===== src/rtl/systolic_pkg.sv =====
// Shared types and helpers for the systolic array sequencer.
package systolic_pkg;

    localparam int DEFAULT_DIM    = 4;
    localparam int DEFAULT_DATA_W = 32;

    typedef enum logic [2:0] {
        IDLE  = 3'd0,
        CLEAR = 3'd1,
        FEED  = 3'd2,
        DRAIN = 3'd3,
        DONE  = 3'd4
    } state_e;

    // Flat element index of (r,c) in a row-major packed DIM x DIM matrix.
    function automatic int elem_idx(input int r, input int c, input int dim);
        return r * dim + c;
    endfunction

endpackage


===== src/rtl/systolic_sched_skew_feed.sv =====
// One edge lane of the skewed operand stream: picks matrix element or zero for step t.
module skew_feed
    import systolic_pkg::*;
#(
    parameter int DIM      = DEFAULT_DIM,
    parameter int DATA_W   = DEFAULT_DATA_W,
    parameter int T_W      = 4,
    parameter int LANE     = 0,
    parameter bit COL_MODE = 1'b0
) (
    input  logic [T_W-1:0]            t_i,
    input  logic [DIM*DIM*DATA_W-1:0] mat_i,
    output logic [DATA_W-1:0]         elem_o
);

    int rel_s;

    // Rows take A[lane][t-lane], columns take B[t-lane][lane]; outside the window the lane is zero.
    always_comb begin
        rel_s  = int'(t_i) - LANE;
        elem_o = '0;
        if ((rel_s >= 0) && (rel_s < DIM)) begin
            if (COL_MODE) begin
                elem_o = mat_i[elem_idx(rel_s, LANE, DIM)*DATA_W +: DATA_W];
            end else begin
                elem_o = mat_i[elem_idx(LANE, rel_s, DIM)*DATA_W +: DATA_W];
            end
        end else begin
            elem_o = '0;
        end
    end

endmodule


===== src/rtl/systolic_sched.sv =====
// Sequencer for a DIM x DIM systolic multiply array: clear, skewed feed, drain, done pulse.
module systolic_sched
    import systolic_pkg::*;
#(
    parameter int DIM    = DEFAULT_DIM,
    parameter int DATA_W = DEFAULT_DATA_W
) (
    input  logic                      clk_i,
    input  logic                      rst_i,
    input  logic                      start_i,
    input  logic [DIM*DIM*DATA_W-1:0] a_mat_i,
    input  logic [DIM*DIM*DATA_W-1:0] b_mat_i,
    output logic [DIM*DATA_W-1:0]     left_o,
    output logic [DIM*DATA_W-1:0]     up_o,
    output logic                      pe_clr_o,
    output logic                      busy_o,
    output logic                      done_o
);

    localparam int MAT_W  = DIM * DIM * DATA_W;
    localparam int EDGE_W = DIM * DATA_W;
    localparam int T_W    = $clog2(3 * DIM);
    localparam logic [T_W-1:0] T_ONE        = T_W'(1);
    localparam logic [T_W-1:0] T_FEED_LAST  = T_W'(2 * DIM - 2);
    localparam logic [T_W-1:0] T_DRAIN_LAST = T_W'(3 * DIM - 3);

    state_e              state_q, state_d;
    logic [T_W-1:0]      t_q, t_d;
    logic [MAT_W-1:0]    a_q, a_d;
    logic [MAT_W-1:0]    b_q, b_d;
    logic [EDGE_W-1:0]   left_q, left_d;
    logic [EDGE_W-1:0]   up_q, up_d;
    logic                clr_q, clr_d;
    logic                busy_q, busy_d;
    logic                done_q, done_d;
    logic [EDGE_W-1:0]   sel_left_s;
    logic [EDGE_W-1:0]   sel_up_s;

    // Lane selectors look at next-cycle t so the edge registers line up with the FEED state.
    for (genvar g = 0; g < DIM; g++) begin : g_lane
        skew_feed #(
            .DIM      (DIM),
            .DATA_W   (DATA_W),
            .T_W      (T_W),
            .LANE     (g),
            .COL_MODE (1'b0)
        ) u_row (
            .t_i    (t_d),
            .mat_i  (a_q),
            .elem_o (sel_left_s[g*DATA_W +: DATA_W])
        );

        skew_feed #(
            .DIM      (DIM),
            .DATA_W   (DATA_W),
            .T_W      (T_W),
            .LANE     (g),
            .COL_MODE (1'b1)
        ) u_col (
            .t_i    (t_d),
            .mat_i  (b_q),
            .elem_o (sel_up_s[g*DATA_W +: DATA_W])
        );
    end

    // Next-state, step counter and operand latch.
    always_comb begin
        state_d = state_q;
        t_d     = t_q;
        a_d     = a_q;
        b_d     = b_q;
        case (state_q)
            IDLE: begin
                t_d = '0;
                if (start_i) begin
                    state_d = CLEAR;
                    a_d     = a_mat_i;
                    b_d     = b_mat_i;
                end else begin
                    state_d = IDLE;
                end
            end
            CLEAR: begin
                state_d = FEED;
                t_d     = '0;
            end
            FEED: begin
                t_d = t_q + T_ONE;
                if (t_q == T_FEED_LAST) begin
                    state_d = DRAIN;
                end else begin
                    state_d = FEED;
                end
            end
            DRAIN: begin
                t_d = t_q + T_ONE;
                if (t_q == T_DRAIN_LAST) begin
                    state_d = DONE;
                end else begin
                    state_d = DRAIN;
                end
            end
            DONE: begin
                state_d = IDLE;
                t_d     = '0;
            end
            default: begin
                state_d = IDLE;
                t_d     = '0;
            end
        endcase
    end

    // Outputs are decoded from the next state so every port comes straight from a flop.
    always_comb begin
        left_d = '0;
        up_d   = '0;
        clr_d  = 1'b0;
        busy_d = (state_d != IDLE);
        done_d = (state_d == DONE);
        case (state_d)
            CLEAR: begin
                clr_d = 1'b1;
            end
            FEED: begin
                left_d = sel_left_s;
                up_d   = sel_up_s;
            end
            default: begin
                left_d = '0;
                up_d   = '0;
            end
        endcase
    end

    // State and output registers; reset also drops any latched operands.
    always_ff @(posedge clk_i) begin
        if (rst_i) begin
            state_q <= IDLE;
            t_q     <= '0;
            a_q     <= '0;
            b_q     <= '0;
            left_q  <= '0;
            up_q    <= '0;
            clr_q   <= 1'b0;
            busy_q  <= 1'b0;
            done_q  <= 1'b0;
        end else begin
            state_q <= state_d;
            t_q     <= t_d;
            a_q     <= a_d;
            b_q     <= b_d;
            left_q  <= left_d;
            up_q    <= up_d;
            clr_q   <= clr_d;
            busy_q  <= busy_d;
            done_q  <= done_d;
        end
    end

    assign left_o   = left_q;
    assign up_o     = up_q;
    assign pe_clr_o = clr_q;
    assign busy_o   = busy_q;
    assign done_o   = done_q;

endmodule


===== config.mk =====
export PLATFORM = sky130hd
export DESIGN_NAME = systolic_sched
export DESIGN_NICKNAME = d
export VERILOG_FILES = /design/src/rtl/systolic_pkg.sv /design/src/rtl/systolic_sched_skew_feed.sv /design/src/rtl/systolic_sched.sv
export SDC_FILE = /design/constraint.sdc
export NUM_CORES = 2
export LEC_CHECK = 0
export ABC_AREA = 1
export CELL_PAD_IN_SITES_DETAIL_PLACEMENT = 1
export CELL_PAD_IN_SITES_GLOBAL_PLACEMENT = 2
export CORE_AREA = 5 5 497 499
export CTS_BUF_LIST = sky130_fd_sc_hd__clkbuf_8 sky130_fd_sc_hd__clkbuf_16
export DETAILED_ROUTE_END_ITERATION = 16
export DIE_AREA = 0 0 502 504
export GPL_ROUTABILITY_DRIVEN = 0
export HOLD_SLACK_MARGIN = 0.03
export PLACE_DENSITY = 0.87
export REMOVE_ABC_BUFFERS = 1
export SLEW_MARGIN = 20
export SYNTH_ARGS = -nofsm -noshare
export SYNTH_HDL_FRONTEND = slang
export SYNTH_HIERARCHICAL = 1
export SYNTH_SLANG_ARGS = --single-unit

===== constraint.sdc =====
create_clock -name clk_i -period 6.89 [get_ports clk_i]
set_input_delay 1.378 -clock clk_i [delete_from_list [all_inputs] [get_ports clk_i]]
set_output_delay 1.378 -clock clk_i [all_outputs]
set_load 0.02 [all_outputs]

### After elaboration in Yosys (flattened, before gate mapping)

Cells that the tools add are included.

* register bits after elaboration: 1290
* latch bits: 0
* word-level logic and storage cells: 72
* memories kept: 0
* ROM bits: 0
* bits in writable memories: 0

* $lt $le $gt $ge: 8
* add/sub/neg operators: 10
* multiply operators: 0
* shift-type cells: 8
* reductions and logical operators: 12
* div/mod/pow operators: 0
* multiplexer cells: 6
* bitwise operators: 5
* eq/ne operators: 8

Operators with widths (count)
* 512-bit by 32-bit indexed part select with 32-bit output: 6
* 512-bit by 10-bit indexed part select with 32-bit output: 1
* 512-bit by 12-bit indexed part select with 32-bit output: 1
* 7-bit by 3-bit adder with 8-bit output (second input constant): 2
* 5-bit by 1-bit >= comparator with 1-bit output (second input constant): 3
* 5-bit by 4-bit < comparator with 1-bit output (second input constant): 3
* 5-bit by 5-bit adder with 6-bit output (first input constant): 2
* 3-bit one-hot mux with 4 select lines: 1
* 3-bit OR reduction: 4
* 4-bit by 2-bit subtractor with 5-bit output (second input constant): 2
* 3-bit by 2-bit == test with 1-bit output (second input constant): 3
* 7-bit by 2-bit adder with 8-bit output (second input constant): 1
* 4-bit by 5-bit adder with 6-bit output (first input constant): 1
* 3-bit by 1-bit == test with 1-bit output (second input constant): 2
* 1-bit NOT: 5
* 4-bit by 1-bit subtractor with 5-bit output (second input constant): 1
* 4-bit by 1-bit adder with 4-bit output (second input constant): 1
* 4-bit by 3-bit == test with 1-bit output (second input constant): 1
* 4-bit == test (second input constant): 1
* 4-bit by 1-bit >= comparator with 1-bit output (second input constant): 1
* 1-bit logical AND: 4
* 4-bit by 3-bit < comparator with 1-bit output (second input constant): 1
* 4-bit two-way mux: 1
* 3-bit == test (second input constant): 1
* 6 further kinds: 8

### Longest topological paths before layout

* depth after elaboration: 8
* gate-level depth with buffers: 21
* depth with buffers taken out: 16

### Modules after synthesis

The synthesis kept the hierarchy.

By module, submodules not included
* systolic_sched: cells an instance 5289, area an instance 42593.4 um2, instances 1, sequential area each 25824.8 um2
* skew_feed at g_lane[1].u_row: cells an instance 1629, area an instance 6723.9 um2, instances 1, sequential area each 0.0 um2
* skew_feed at g_lane[2].u_row: cells an instance 1500, area an instance 6610.1 um2, instances 1, sequential area each 0.0 um2
* skew_feed at g_lane[0].u_col ...: cells an instance 379, area an instance 1788.0 um2, instances 2, sequential area each 0.0 um2
* skew_feed at g_lane[3].u_row: cells an instance 653, area an instance 2776.4 um2, instances 1, sequential area each 0.0 um2
* skew_feed at g_lane[3].u_col: cells an instance 457, area an instance 1930.6 um2, instances 1, sequential area each 0.0 um2
* skew_feed at g_lane[1].u_col: cells an instance 457, area an instance 1894.3 um2, instances 1, sequential area each 0.0 um2
* skew_feed at g_lane[2].u_col: cells an instance 450, area an instance 1881.8 um2, instances 1, sequential area each 0.0 um2

### Worst setup path before layout

OpenSTA, ideal clock, no wires.

* path type: register -> register
* from: register state_q[1]
* to: register left_q[55], in the netlist left_o[55]
* path buffers: 6
* data required time: 6779 ps
* arrival: 3977 ps
* cell stages (with the launch flop): 20
* period minus slack after synthesis: 4088 ps
* slack: 2802 ps
* library setup time: 111 ps
* cells stage by stage: dfxtp_1 > inv_1 > nor2_1 > inv_1 > nor2_1 > inv_2 > clkbuf_1 > buf_2 > ha_1 > xor2_1 > buf_2 > buf_2 > ha_1 > clkbuf_1 > buf_1 > nand2_1 > nand2_1 > nor2_1 > inv_1 > nor2_1

* cells in the longest elaborated chain, start to end: 8
* elaborated cells on any way between the ends: 17

RTL lines
* start: declaration: line systolic_sched.sv:27 `state_e state_q, state_d;`
* start signal: assignment: line systolic_sched.sv:149 `state_q <= state_d;`
* 3-bit by 2-bit == test with 1-bit output: line systolic_sched.sv:72 `case (state_q)`
* 2-bit OR reduction (no source line) (*)
* 4-bit two-way mux (*)
* via t_d[0]: line systolic_sched.sv:28 `logic [T_W-1:0] t_q, t_d;`
* 4-bit by 1-bit subtractor with 5-bit output (*): line systolic_sched_skew_feed.sv:20 `rel_s = int'(t_i) - LANE;`
* branches (longest 4 deep; another with 4-bit by 5-bit adder with 6-bit output)
* end signal: assignment: line systolic_sched.sv:153 `left_q <= left_d;`
* end: declaration: line systolic_sched.sv:31 `logic [EDGE_W-1:0] left_q, left_d;`

Mark *: on every way through the listed nets, which the timed path passes.
A chain may end at the register's enable or synchronous reset.

### Worst setup path after layout

* from: register t_q[0]
* to: register left_q[90], in the netlist left_o[90]

* cells in the longest elaborated chain, start to end: 7
* elaborated cells on any way between the ends: 17

RTL lines
* start: declaration: line systolic_sched.sv:28
* start signal: assignment: line systolic_sched.sv:150 `t_q <= t_d;`
* 4-bit by 1-bit adder with 4-bit output (*): line systolic_sched.sv:88, systolic_sched.sv:96
* 4-bit two-way mux (*)
* via t_d[2]: line systolic_sched.sv:28
* 4-bit by 2-bit subtractor with 5-bit output (*): line systolic_sched_skew_feed.sv:20
* branches (longest 4 deep; another with 5-bit by 5-bit adder with 6-bit output)

Marked as above.

==> flow_summary.toml <==
[global_routing]
grt_start_max_net_pins = 211
antenna_found_initial = 54
overflow = 0
grt_first_pass_wirelength_um = 487000
grt_pass1_vias = 75036
grt_usage_pct = 25.4

[status]
status = "finished, final reports clean"

[setup_path]
critPathMostFrequentCell = "inv_1"
path_class = "reg -> reg"
cp-end-kind = "flip-flop"
critical_path.startpoint = "t_q[0]"
r2r_start = "t_q[0]"
crit_fanout = 32
timing.reg2reg.setup_slack_ns = 2.01
required_ns = 7.61
crit_chain = "ha_1, inv_1, o21ai_0, a21oi_4, inv_1, ha_4, clkinv_2, a21boi_0, ha_1, nand2_4, a21oi_1, inv_1, nor2_1"
cp.arrival_ns = 5.61
reg2regPathDepth = 13
rr_endpoint = "left_o[90]"
endpoint = "left_o[90]"
start_kind = "flip-flop"
slowest_stage = "a21oi_4"
cpPeakStageDelay_ns = 0.74

[final_layout]
nets = 13027
multiInputGateArea_um2 = 32200
drive_above_1_share_pct = 4.34
area_growth_pct = 28.7
regArea_um2 = 25800
nFillCells = 30999

[clocking]
h-tree-depth = 4
cts_root_buf = "clkbuf_16"
cts.clk_slew.worst_paths_ns = 0.06
cts_resized = 0
clock_path_buffers = 3
clock-sinks = 1290
cts_hold_buf = 0
clock_latency_ns = 0.83
cts_buffers = 159
cts_setup_buffers = 0
cts_tree = "yes"

[logic_synthesis]
synth_top_area_share_pct = 38.0
yosys_warnings = 6
ys.flop_type = "dfxtp_1"
synth_most_common_cell = "nor2_1"
synth_largest_area_cell = "dfxtp_1"
synth_common_cells = "nor2_1, nand2_1, inv_1"
ys_seq_elements = 1290
ys_top_cells_by_area = "dfxtp_1, nor2_1, nand2_1, inv_1, nand3_1"
ys_types = 36
syn-instance-count = 11193
synth_edf_count = 0
ys_async_sr_fraction_pct = 0
synth.cell_area_um2 = 68000
seq_area_frac_synth_pct = 38.0
avgSynthCellArea_um2 = 6.07

[power]
finalPower_mw = 22.7
vdd_ir_drop_max_uv = 198
powerDensity_nw_per_um2 = 260
p_leak_nw = 37.2

[routing]
route.vias.total = 73217
wl_per_cell_um = 21.9
totalWireLength_um = 336000
viasPerCell = 4.78
ant_nets = 0
drc = 0
drtIter0Drc = 4928
first_pass_iters = 6

[floorplanning]
start_util_pct = 28.1
ios = 1286
num_rows = 181
coreArea_um2 = 242000
die_x_um = 502
die_area_um2 = 253000
die_h_um = 504

[place]
place_hpwl_um = 235000
place_ws_ns = 2.06
io_buffer_count = 1285

[sta]
skew_ns = 0.0402
worst_slack_ns = 2.01
max_freq_mhz = 205
worst_pin_slew_ns = 1.42
min_period_ns = 4.88
timing.setup.tns_ns = 0
hold_viol = 0
setup_viol = 0
period_share_pct = 70.9
rsz0062_at_grt = "no"
max-slew-margin-rel_pct = 5.35
final-max-slew-violation-count = 0

[hold_path]
hold_path.class = "reg -> reg"

[flow_run]
maxCapViolations = 0
[state kept, by name, summed over array words and instances (netlist names)]
signal    count
busy_o        1
left_o      128
b_q         512
up_o        128
a_q         512
done_o        1
pe_clr_o      1
t_q           4
state_q       3
[cell type report]
class | count | share of cell area [%]
timing repair buffer | 1386 | 15.9
antenna | 25 | 0.0715
clock inverter | 90 | 1.05
sequential | 1290 | 29.5
inverter | 1626 | 7.03
tap | 3202 | 4.58
clock buffer | 191 | 5.08
multi-input combinational | 7519 | 36.8
[placed cells by master (no fill, tap or decap), drive strengths merged, types with 18 or more instances in the layout]
| cell | count |
|---|---|
| buf | 101 |
| inv | 1660 |
| nand3 | 1104 |
| diode | 25 |
| o21ai | 1027 |
| clkbuf | 191 |
| or2 | 162 |
| nand2 | 2297 |
| clkinv | 41 |
| clkdlybuf4s50 | 1285 |
| nor2 | 2761 |
| a21oi | 131 |
| dfxtp | 1290 |
| ha | 18 |
[worst min path at each step]
stage | start | end | depth (start not counted)
after floorplan | b_q[0] | b_q[0] | 2
after global placement | b_q[84] | b_q[84] | 2
after detailed placement | b_q[486] | b_q[486] | 2
after CTS | b_q[486] | b_q[486] | 2
after global routing | b_q[444] | b_q[444] | 2
final | b_q[352] | b_q[352] | 2
[routing by layer]
layer	wire length, um	vias to the layer above	GRT usage (%)
li1	-	35329	-
met1	140000	35230	30.8
met2	158000	2042	43.2
met3	18100	584	4.12
met4	19000	32	13.1
met5	218	-	0
[critical path, delay by kind of cell, from the launching register on]
kind,cells,cell delay [ns]
compound gates,4,1.66
buf+inv,4,1.08
fa+ha+maj,3,1.06
simple gates,2,0.54
flops,1,0.38
[stage by stage]
stage	util, %	std cells	area (um2)	hold WS (ns)
global placement	33.9	15023	82100	0.461
global route	36.1	15324	87500	0.495
CTS	36.1	15304	87500	0.484
detailed placement	33.9	15023	82100	0.471
finish	36.2	15329	87500	0.479
floorplan	-	10435	63900	0.452
[kinds of logic (layout without fill, tap and decap cells)]
logic type | Yosys count | in the layout | synth area share (%)
AOI/OAI and AO/OA | 1163 | 1163 | 8.92
other | 0 | 25 | 0
adders and majority gates | 18 | 18 | 0.331
and+or+nand+nor | 6332 | 6332 | 37.7
buffers and inverters | 2384 | 3293 | 15.0
DFF | 1290 | 1290 | 38.0
xor gates and xnor gates | 6 | 6 | 0.0994
[power breakdown]
| group | total, mW | internal (mW) | switching [mW] |
|---|---|---|---|
| clock | 8.67 | 5.01 | 3.66 |
| sequential | 8.68 | 8.12 | 0.560 |
| combinational | 5.37 | 1.96 | 3.41 |
| total | 22.7 | 15.1 | 7.63 |
Note: power is estimated with default switching activity, not from simulation.
